**config.mk**
```make
export PLATFORM = sky130hd
export DESIGN_NAME = uart_rx
export DESIGN_NICKNAME = d
export VERILOG_FILES = /design/src/rtl/uart_rx.sv
export SDC_FILE = /design/constraint.sdc
export NUM_CORES = 1
export LEC_CHECK = 0
export CAP_MARGIN = 5
export CORE_MARGIN = 8
export CORE_UTILIZATION = 39
export DETAILED_ROUTE_END_ITERATION = 16
export GPL_ROUTABILITY_DRIVEN = 0
export GPL_TIMING_DRIVEN = 0
export SLEW_MARGIN = 10
export SYNTH_ARGS = -nofsm -noshare
export SYNTH_HDL_FRONTEND = slang
export SYNTH_SLANG_ARGS = --single-unit
```
**constraint.sdc**
```tcl
create_clock -name i_clk -period 3.3 [get_ports i_clk]
set_input_delay 0.825 -clock i_clk [delete_from_list [all_inputs] [get_ports i_clk]]
set_output_delay 0.825 -clock i_clk [all_outputs]
set_load 0.02 [all_outputs]
```
**src/rtl/uart_rx.sv**
```systemverilog
// uart_rx: 8N1 serial receiver with mid-bit sampling, receive FIFO and framing/overrun reporting.
module uart_rx #(
    parameter int CLKS_PER_BIT = 868,
    parameter int FIFO_DEPTH   = 4
) (
    input  logic       i_clk,
    input  logic       i_rst,
    input  logic       rx,
    output logic [7:0] o_data,
    output logic       o_valid,
    input  logic       i_ready,
    output logic       o_frame_err,
    output logic       o_overrun,
    input  logic       i_clr_err
);
    localparam int CW = $clog2(CLKS_PER_BIT);
    localparam int AW = $clog2(FIFO_DEPTH);
    localparam logic [CW-1:0] FULL = CW'(CLKS_PER_BIT - 1);
    localparam logic [CW-1:0] HALF = CW'(CLKS_PER_BIT / 2 - 1);

    typedef enum logic [2:0] {IDLE, START, DATA, STOP, WAIT_HIGH} state_t;

    state_t        state, state_n;
    logic [CW-1:0] cnt, cnt_n;
    logic [2:0]    idx, idx_n;
    logic [7:0]    shift, shift_n;
    logic          rx_m, rx_s, push, ferr_n;
    logic [7:0]    mem [FIFO_DEPTH];
    logic [AW:0]   wp, rp;
    logic          full, pop, wr;

    always_ff @(posedge i_clk or posedge i_rst) begin
        if (i_rst) begin
            rx_m        <= 1'b1;
            rx_s        <= 1'b1;
            state       <= IDLE;
            cnt         <= '0;
            idx         <= '0;
            shift       <= '0;
            o_frame_err <= 1'b0;
        end else begin
            rx_m        <= rx;
            rx_s        <= rx_m;
            state       <= state_n;
            cnt         <= cnt_n;
            idx         <= idx_n;
            shift       <= shift_n;
            o_frame_err <= ferr_n;
        end
    end

    always_comb begin
        state_n = state;
        cnt_n   = cnt;
        idx_n   = idx;
        shift_n = shift;
        push    = 1'b0;
        ferr_n  = 1'b0;
        case (state)
            IDLE: if (!rx_s) begin
                state_n = START;
                cnt_n   = HALF;
            end
            START: if (cnt != '0) cnt_n = cnt - 1'b1;
                else if (rx_s) state_n = IDLE;
                else begin
                    state_n = DATA;
                    cnt_n   = FULL;
                    idx_n   = 3'd0;
                end
            DATA: if (cnt != '0) cnt_n = cnt - 1'b1;
                else begin
                    shift_n = {rx_s, shift[7:1]};
                    cnt_n   = FULL;
                    idx_n   = idx + 3'd1;
                    state_n = (idx == 3'd7) ? STOP : DATA;
                end
            STOP: if (cnt != '0) cnt_n = cnt - 1'b1;
                else begin
                    state_n = rx_s ? IDLE : WAIT_HIGH;
                    push    = rx_s;
                    ferr_n  = !rx_s;
                end
            WAIT_HIGH: state_n = rx_s ? IDLE : WAIT_HIGH;
            default: state_n = IDLE;
        endcase
    end

    // A pop in the same cycle frees the slot the push needs, so only push-on-full-without-pop drops.
    assign full    = (wp[AW] != rp[AW]) && (wp[AW-1:0] == rp[AW-1:0]);
    assign o_valid = (wp != rp);
    assign pop     = o_valid && i_ready;
    assign wr      = push && (!full || pop);
    assign o_data  = o_valid ? mem[rp[AW-1:0]] : 8'd0;

    always_ff @(posedge i_clk) begin
        if (wr) mem[wp[AW-1:0]] <= shift;
    end

    always_ff @(posedge i_clk or posedge i_rst) begin
        if (i_rst) begin
            wp        <= '0;
            rp        <= '0;
            o_overrun <= 1'b0;
        end else begin
            if (wr) wp <= wp + 1'b1;
            if (pop) rp <= rp + 1'b1;
            o_overrun <= (push && !wr) ? 1'b1 : (i_clr_err ? 1'b0 : o_overrun);
        end
    end
endmodule

```
### After elaboration in Yosys (flattened, before gate mapping)

Memory sizes are Yosys's and may differ from the RTL's.
Cells that the tools add are included.

| word-level totals | value |
|---|---|
| RAM bits | 32 |
| register bits after elaboration | 34 |
| word-level logic and storage cells | 75 |
| memories kept | 1 |

| cells by class | value |
|---|---|
| mux-type cells | 27 |
| add/sub/neg operators | 4 |
| equal/unequal tests | 15 |
| reductions and logical operators | 17 |
| bitwise operators | 1 |

Memories:

| name | depth | bits a word | rd ports | clocked after memory_dff | write ports | line | RTL |
|---|---|---|---|---|---|---|---|
| mem | 4 | 8 | 1 | 0 | 1 | 28 | `logic [7:0] mem [FIFO_DEPTH];` |

Operators by type and width:

| operator | number |
|---|---|
| 10-bit 2-to-1 mux | 5 |
| 10-bit one-hot mux with 4 select lines | 1 |
| 3-bit 2-to-1 mux | 8 |
| 3-bit one-hot mux with 5 select lines | 1 |
| 2-bit inequality test (second input constant) | 6 |
| 4-bit AND reduction | 3 |
| 10-bit nonzero test | 1 |
| 10-bit by 1-bit subtractor with 10-bit output (second input constant) | 1 |
| 3-bit by 1-bit adder with 3-bit output (second input constant) | 3 |
| 1-bit 2-to-1 mux | 9 |
| 8-bit 2-to-1 mux | 1 |
| 3-bit by 2-bit == test with 1-bit output (second input constant) | 2 |
| 3-bit == test (second input constant) | 2 |
| 3-bit one-hot mux with 2 select lines | 1 |
| 1-bit logical AND | 4 |
| 2-bit nonzero test | 2 |
| 4-bit nonzero test | 1 |
| 3-bit by 1-bit == test with 1-bit output (second input constant) | 1 |
| 1-bit zero test | 3 |
| 3-bit zero test | 1 |
| 3-bit inequality test | 1 |
| 3-bit inequality test (second input constant) | 1 |
| 2-bit == test | 1 |
| 2-bit 2-to-1 mux | 1 |
| 4 further kinds | 4 |

### Longest topological paths before layout

Gate-level depths: netlist (run 1).

| depth | value |
|---|---|
| word-level depth | 8 |
| gate-level depth with buffers | 7 |
| gate-level depth less buffers | 6 |

### Worst setup path before layout (run 1)

Ideal clock, no wire load.

| path | value |
|---|---|
| kind | register to register |
| start point | reg cnt[0] |
| end point | mem mem[3][0], enable pin |
| data arrival time | 1.908 ns |
| slack | 1.009 ns |
| stages on the path, launching flop included | 6 |
| path buffers | 0 |
| path through | dfrtp_1 inv_1 ha_1 nor3b_1 nand3_4 nor4_2 |

| between the ends | value |
|---|---|
| cells in the longest elaborated chain, start to end | 6 |

Ends and longest elaborated chain:

| item | line | RTL |
|---|---|---|
| start, declared | 24 | `logic [CW-1:0] cnt, cnt_n;` |
| start signal, assigned | 45 | `cnt <= cnt_n;` |
| 10-bit nonzero test | 78 | `STOP: if (cnt != '0) cnt_n = cnt - 1'b1;` |
| 1-bit 2-to-1 mux | 78 |  |
| 1-bit 2-to-1 mux | 59 | `case (state)` |
| 1-bit logical AND | 93 | `assign wr = push && (!full \|\| pop);` |
| 1-bit 2-to-1 mux | 97 | `if (wr) mem[wp[AW-1:0]] <= shift;` |
| 1-bit 2-to-1 mux (not written as such) | 97 |  |
| end, declared | 28 |  |

No other way between the ends.

### Final worst setup path (run 1)

| path | value |
|---|---|
| start point | reg rp[0] |
| end point | out o_data[6] |

| between the ends | value |
|---|---|
| cells in the longest elaborated chain, start to end | 2 |

Ends and longest elaborated chain:

| item | line | RTL |
|---|---|---|
| start, declared | 29 | `logic [AW:0] wp, rp;` |
| start signal, assigned | 107 | `if (pop) rp <= rp + 1'b1;` |
| memory 4 x 8 bit / 3-bit inequality test (equally long branches) | -- |  |
| 8-bit 2-to-1 mux (*) | 94 | `assign o_data = o_valid ? mem[rp[AW-1:0]] : 8'd0;` |
| end, declared | 9 | `output logic [7:0] o_data,` |

Every way passes the cells marked *; elsewhere a longest branch is shown, timed or not.

==> results of run 1 <==
power groups by stage:
| stage | registers, W | clock network (W) | logic (W) |
|---|---|---|---|
| floorplan | 0.000905 | 0 | 0.000327 |
| global placement | 0.000906 | 0 | 0.000495 |
| detailed placement | 0.000907 | 0 | 0.000498 |
| CTS | 0.000890 | 0.000832 | 0.000505 |
| global route | 0.000892 | 0.000870 | 0.000534 |
| finish | 0.000890 | 0.000809 | 0.000493 |
flip-flops by register name (all words and copies together) (netlist names), 3 cells and up:
register	cells
mem	32
rp	3
idx	3
shift	8
wp	3
state	3
cnt	10
synth_stat cells, drive strengths merged, types with 5 or more instances:
master   n
dfrtp   32
a21oi    8
o31ai    5
o21ai    8
and2    11
clkbuf   7
nor3     7
mux2    11
edfxtp  32
nor4     5
xnor2    5
ha       9
nand2    7
nor2     8
inv     10
mux4     8
nand4    5
per-stage QoR:
step	setup slack, ns	util (%)
6_report	0.179	46.2
5_1_grt	0.0185	46.2
4_1_cts	0.127	46.1
3_5_place_dp	0.178	43.1
3_3_place_gp	0.231	43.1
2_1_floorplan	1.01	-
worst max-delay path by stage:
stage | startpoint | to
5_1_grt | rp[0] | o_data[7]
4_1_cts | rp[0] | o_data[5]
3_3_place_gp | i_ready | mem[3][0]
6_report | rp[0] | o_data[6]
3_5_place_dp | i_ready | mem[3][4]
2_1_floorplan | cnt[0] | mem[3][0]
critical path, cell delays in order (launching register included):
cell and delay, ns:
dfrtp_1 0.35, buf_2 0.35, mux4_2 0.56, and2_1 0.17, clkdlybuf4s50_1 0.53
area by class of cell:
class                      count  area (µm²)  area share, %
inverter                      10        37.5           1.01
clock inverter                 6         115           3.09
clock buffer                  10         128           3.43
multi-input combinational    142        1290           34.7
tap                          105         131           3.53
sequential                    66        1810           48.8
timing repair buffer          15         150           4.03
buffer                        10        55.1           1.48
logic make-up (layout without fill, tap and decap cells):
family,count (synthesis),in the layout,share of synthesized area [%]
compound gates,42,42,9.11
xor+xnor,8,8,2.20
fa+ha+maj,9,9,3.53
buf+inv,20,51,2.87
flops,66,66,56.9
mux,21,21,11.2
simple gates,62,62,14.1
placed cells by master (no fill, tap or decap), drive strengths merged, types with 7 or more instances in the layout:
cell,instances
dfrtp,32
edfxtp,32
clkbuf,17
clkdlybuf4s50,15
and2,11
mux2,11
inv,10
ha,9
a21oi,8
mux4,8
nor2,8
o21ai,8
nand2,7
nor3,7
layer usage:
metal	vias to the layer above	share of wire, %	GRT usage, %
li1	930	-	-
met5	-	0	0
met2	36	51	19.9
met4	0	0.60	3.62
met1	953	44	13.3
met3	2	4.7	4.42
what timing repair did:
item | CTS | global route
resized for setup | 1 | 0
hold buffers | 0 | 0
setup endpoints to repair | 8 | 0
==> summary.txt, run 1 <==
Port Buffers = 15
combinational power share = 22.5%
sequential cell area fraction in the yosys report = 56.9%
core box area = 8050 µm²
post-route cell area = 3720 µm²
CTS root buf = clkbuf_8
Skew-Pair Late Insertion Delay = 0.33 ns
final hold violation count = 0
Crit Path Class = reg -> out
clock share of power = 36.9%
Setup Viol. Count Final = 0
pin count of the biggest net entering global routing = 35
hold depth = 0
DP Cell Count = 348
ANT cells = 0
CP endpoint kind = output port
cell-internal power = 0.00164 W
post-detail-place hpwl = 4000 µm
Fill cells = 734
Synth top area share = 30.2%
CP Max Fanout = 10
outcome = completed
Mapped Area = 3190 µm²
Post-synth EDFFs = 32
crit share post-route = 94.6%
setup TNS = 0 ns
final hold slack = 0.357 ns
Pleak = 1.40 nW
Arr. time, crit path = 2.30 ns
Cells after Synth = 228
Worst R2R Path Depth = 6
Worst Hold End = rx_s
Pwr Density = 589 nW/µm²
Final Max Slew Viols = 0
warnings from Yosys = 0
Clock Skew = 0.00737 ns
initial antenna violation count = 0
fin cells = 364
switching share of power = 25.3%
Psw = 0.000555 W
GRT Total Usage = 11.7%
DR iter-0 viols = 70
WP data required = 2.47 ns
RSZ-0062 raised after global routing = no
CTS clk-pin slew, worst paths = 0.07 ns
maxcap violations = 0
fin crit period = 3.12 ns
headroom to the max-slew limit = 48.5%
IO Count = 16
die area = 11300 µm²
post-synth top area cell = edfxtp_1
via count = 1921
CTS Sinks = 66
CTS tree = yes
CTS Buf Count = 9
number of H-tree levels = 3
Die X = 106 µm
Yosys reg bits = 66
first-pass GRT wire length = 10200 µm
Post-DRT Antenna Nets = 0
R2R Path Start = cnt[0]
VDD IR max = 0.000262 V
post-synth cell types = 59
nets@finish = 268
Post-synth top flop = edfxtp_1
mean number of vias per cell = 5.28
share of cells above drive strength 1 = 20.1%
Critical R2R Capture = mem[0][6]
area growth from synthesis to layout = 16.8%
Cell Rows = 33
Final Power = 0.00219 W
setup bufs post-CTS = 0
GRT overflow = 0
reg-to-reg slack, setup = 0.71 ns
sequential fraction of design power = 40.6%
Max clock buf depth = 2
final WL = 5950 µm
vias in the first global route = 2031
CP startpoint kind = flop
Mean Syn Cell Area = 14.0 µm²
HP Start = rx_m
DIE HEIGHT = 106 µm
worst hold path type = reg -> reg
synth top area cells = edfxtp_1, dfrtp_1, mux4_2
async set-or-reset flop fraction in the synthesized netlist = 51.5%
DR DRC count = 0
Mapped Nets = 242
actual slew at the worst max-slew pin = 0.767 ns
DR pass1 iterations = 4
drt wl/cell = 16.3 µm
Max Freq = 0.320 GHz
area post-placement = 3470 µm²
Starting Density = 39.6%
Power figures use the tool's default switching activity.
==> run 2, diff against run 1 <==
--- a/config.mk
+++ b/config.mk
@@ -6,6 +6,7 @@
 export NUM_CORES = 1
 export LEC_CHECK = 0
 export CAP_MARGIN = 5
+export CORE_ASPECT_RATIO = 1.1
 export CORE_MARGIN = 8
 export CORE_UTILIZATION = 39
 export DETAILED_ROUTE_END_ITERATION = 16
==> summary.txt, run 2 (synthesized netlist as in run 1, its figures left out) <==
die area = 11300 µm²
worst hold path type = reg -> reg
CP Max Fanout = 10
actual slew at the worst max-slew pin = 1.20 ns
area growth from synthesis to layout = 16.0%
Post-DRT Antenna Nets = 0
Fill cells = 731
Max clock buf depth = 2
core box area = 7910 µm²
Arr. time, crit path = 2.27 ns
crit share post-route = 93.8%
CTS Sinks = 66
Max Freq = 0.323 GHz
ANT cells = 0
nets@finish = 268
Die X = 102 µm
Setup Viol. Count Final = 0
CTS Buf Count = 9
setup bufs post-CTS = 0
DR pass1 iterations = 4
fin crit period = 3.10 ns
Pleak = 1.39 nW
GRT Total Usage = 11.4%
first-pass GRT wire length = 9930 µm
drt wl/cell = 15.9 µm
post-detail-place hpwl = 3990 µm
CP startpoint kind = flop
share of cells above drive strength 1 = 20.5%
hold buffers post-CTS = 0
final WL = 5820 µm
CTS tree = yes
CTS root buf = clkbuf_8
Skew-Pair Late Insertion Delay = 0.34 ns
Critical Path, Cell by Cell = buf_2 -> mux4_2 -> and2_1 -> clkdlybuf4s50_1
Pwr Density = 576 nW/µm²
Crit-path slowest cell = mux4_2
pin count of the biggest net entering global routing = 35
WP data required = 2.47 ns
Starting Density = 40.3%
mean number of vias per cell = 5.16
DR DRC count = 0
DP Cell Count = 351
Clock Skew = 0.00899 ns
CTS clk-pin slew, worst paths = 0.07 ns
outcome = completed
GRT overflow = 0
IO Count = 16
Port Buffers = 15
setup TNS = 0 ns
headroom to the max-slew limit = 19.4%
number of H-tree levels = 3
CP endpoint kind = output port
Crit path max-delay family = buffers and inverters
maxcap violations = 0
Cell Rows = 34
via count = 1892
Final Max Slew Viols = 0
max FFs per register = 32
Buf/Inv on CP = 2
commonest cells after routing, fill and taps aside = dfrtp_1, edfxtp_1, clkdlybuf4s50_1
vias in the first global route = 1946
DIE HEIGHT = 111 µm
DR iter-0 viols = 61
slowest stage delay, CP = 0.54 ns
Crit Path Class = reg -> out
fin cells = 367
final hold violation count = 0
initial antenna violation count = 0
RSZ-0062 raised after global routing = no
VDD IR max = 0.000192 V
run 2: cell count changes in the layout (fill, tap and decap cells not counted):
cell / change
clkinvlp_4: -1
clkbuf_1: -1
nor4_4: -1
clkinv_2: +1
nor4_2: +1
bufinv_16: -1
inv_6: +2
run 2: final cells by class:
class	instances	area, µm²	area share [%]
plain buffers	10	55.1	1.49
inverters	10	37.5	1.02
flip-flops and latches	66	1810	49.1
clock inverters	7	100	2.71
clock buffers	9	124	3.35
well taps	108	135	3.65
multi-input cells	142	1280	34.7
repair buffers	15	150	4.06
run 2: report_power, final:
group	switching [W]	internal (W)	total [W]	leakage [nW]
Combinational	0.000232	0.000254	0.000486	0.510
Clock	0.000323	0.000432	0.000754	0.114
Sequential	0.0000112	0.000878	0.000889	0.770
Total	0.000566	0.00156	0.00213	1.39
run 2: repair_timing:
| action | CTS | global route |
|---|---|---|
| setup endpoints to repair | 8 | 0 |
| gates resized for setup | 1 | 0 |
| endpoints found under the hold margin | 0 | 0 |
run 2: path summary, 6_finish.rpt:
| kind | startpoint | endpoint | slack (ns) | cells past startpoint |
|---|---|---|---|---|
| max | rp[0] | o_data[6] | 0.20 | 4 |
| min | rx_m | rx_s | 0.36 | 0 |
| max reg2reg | cnt[0] | mem[3][2] | 0.51 | 5 |
| min reg2reg | rx_m | rx_s | 0.36 | 0 |
| max in group asynchronous | i_rst | wp[1] | 1.92 | 2 |
| min in group asynchronous | i_rst | shift[4] | 0.92 | 2 |
run 2: per-layer routing:
layer | vias up | wire (µm) | GRT usage, %
met1 | 924 | 2660 | 13.9
met2 | 31 | 2740 | 17.6
met3 | 13 | 248 | 3.08
met5 | - | 0 | 0
met4 | 0 | 163 | 6.76
li1 | 924 | - | -
run 2: stage by stage:
step                      power, W  hold slack (ns)  setup slack, ns  util (%)  instance area, µm²
after global routing       0.00223            0.361           0.0408      46.7                3700
after global placement     0.00140            0.348            0.255      43.9                3470
final                      0.00213            0.358            0.204      46.7                3700
after detailed placement   0.00141            0.348            0.273      43.9                3470
after CTS                  0.00217            0.359            0.133      46.7                3700
after floorplan            0.00123            0.345             1.01         -                3190
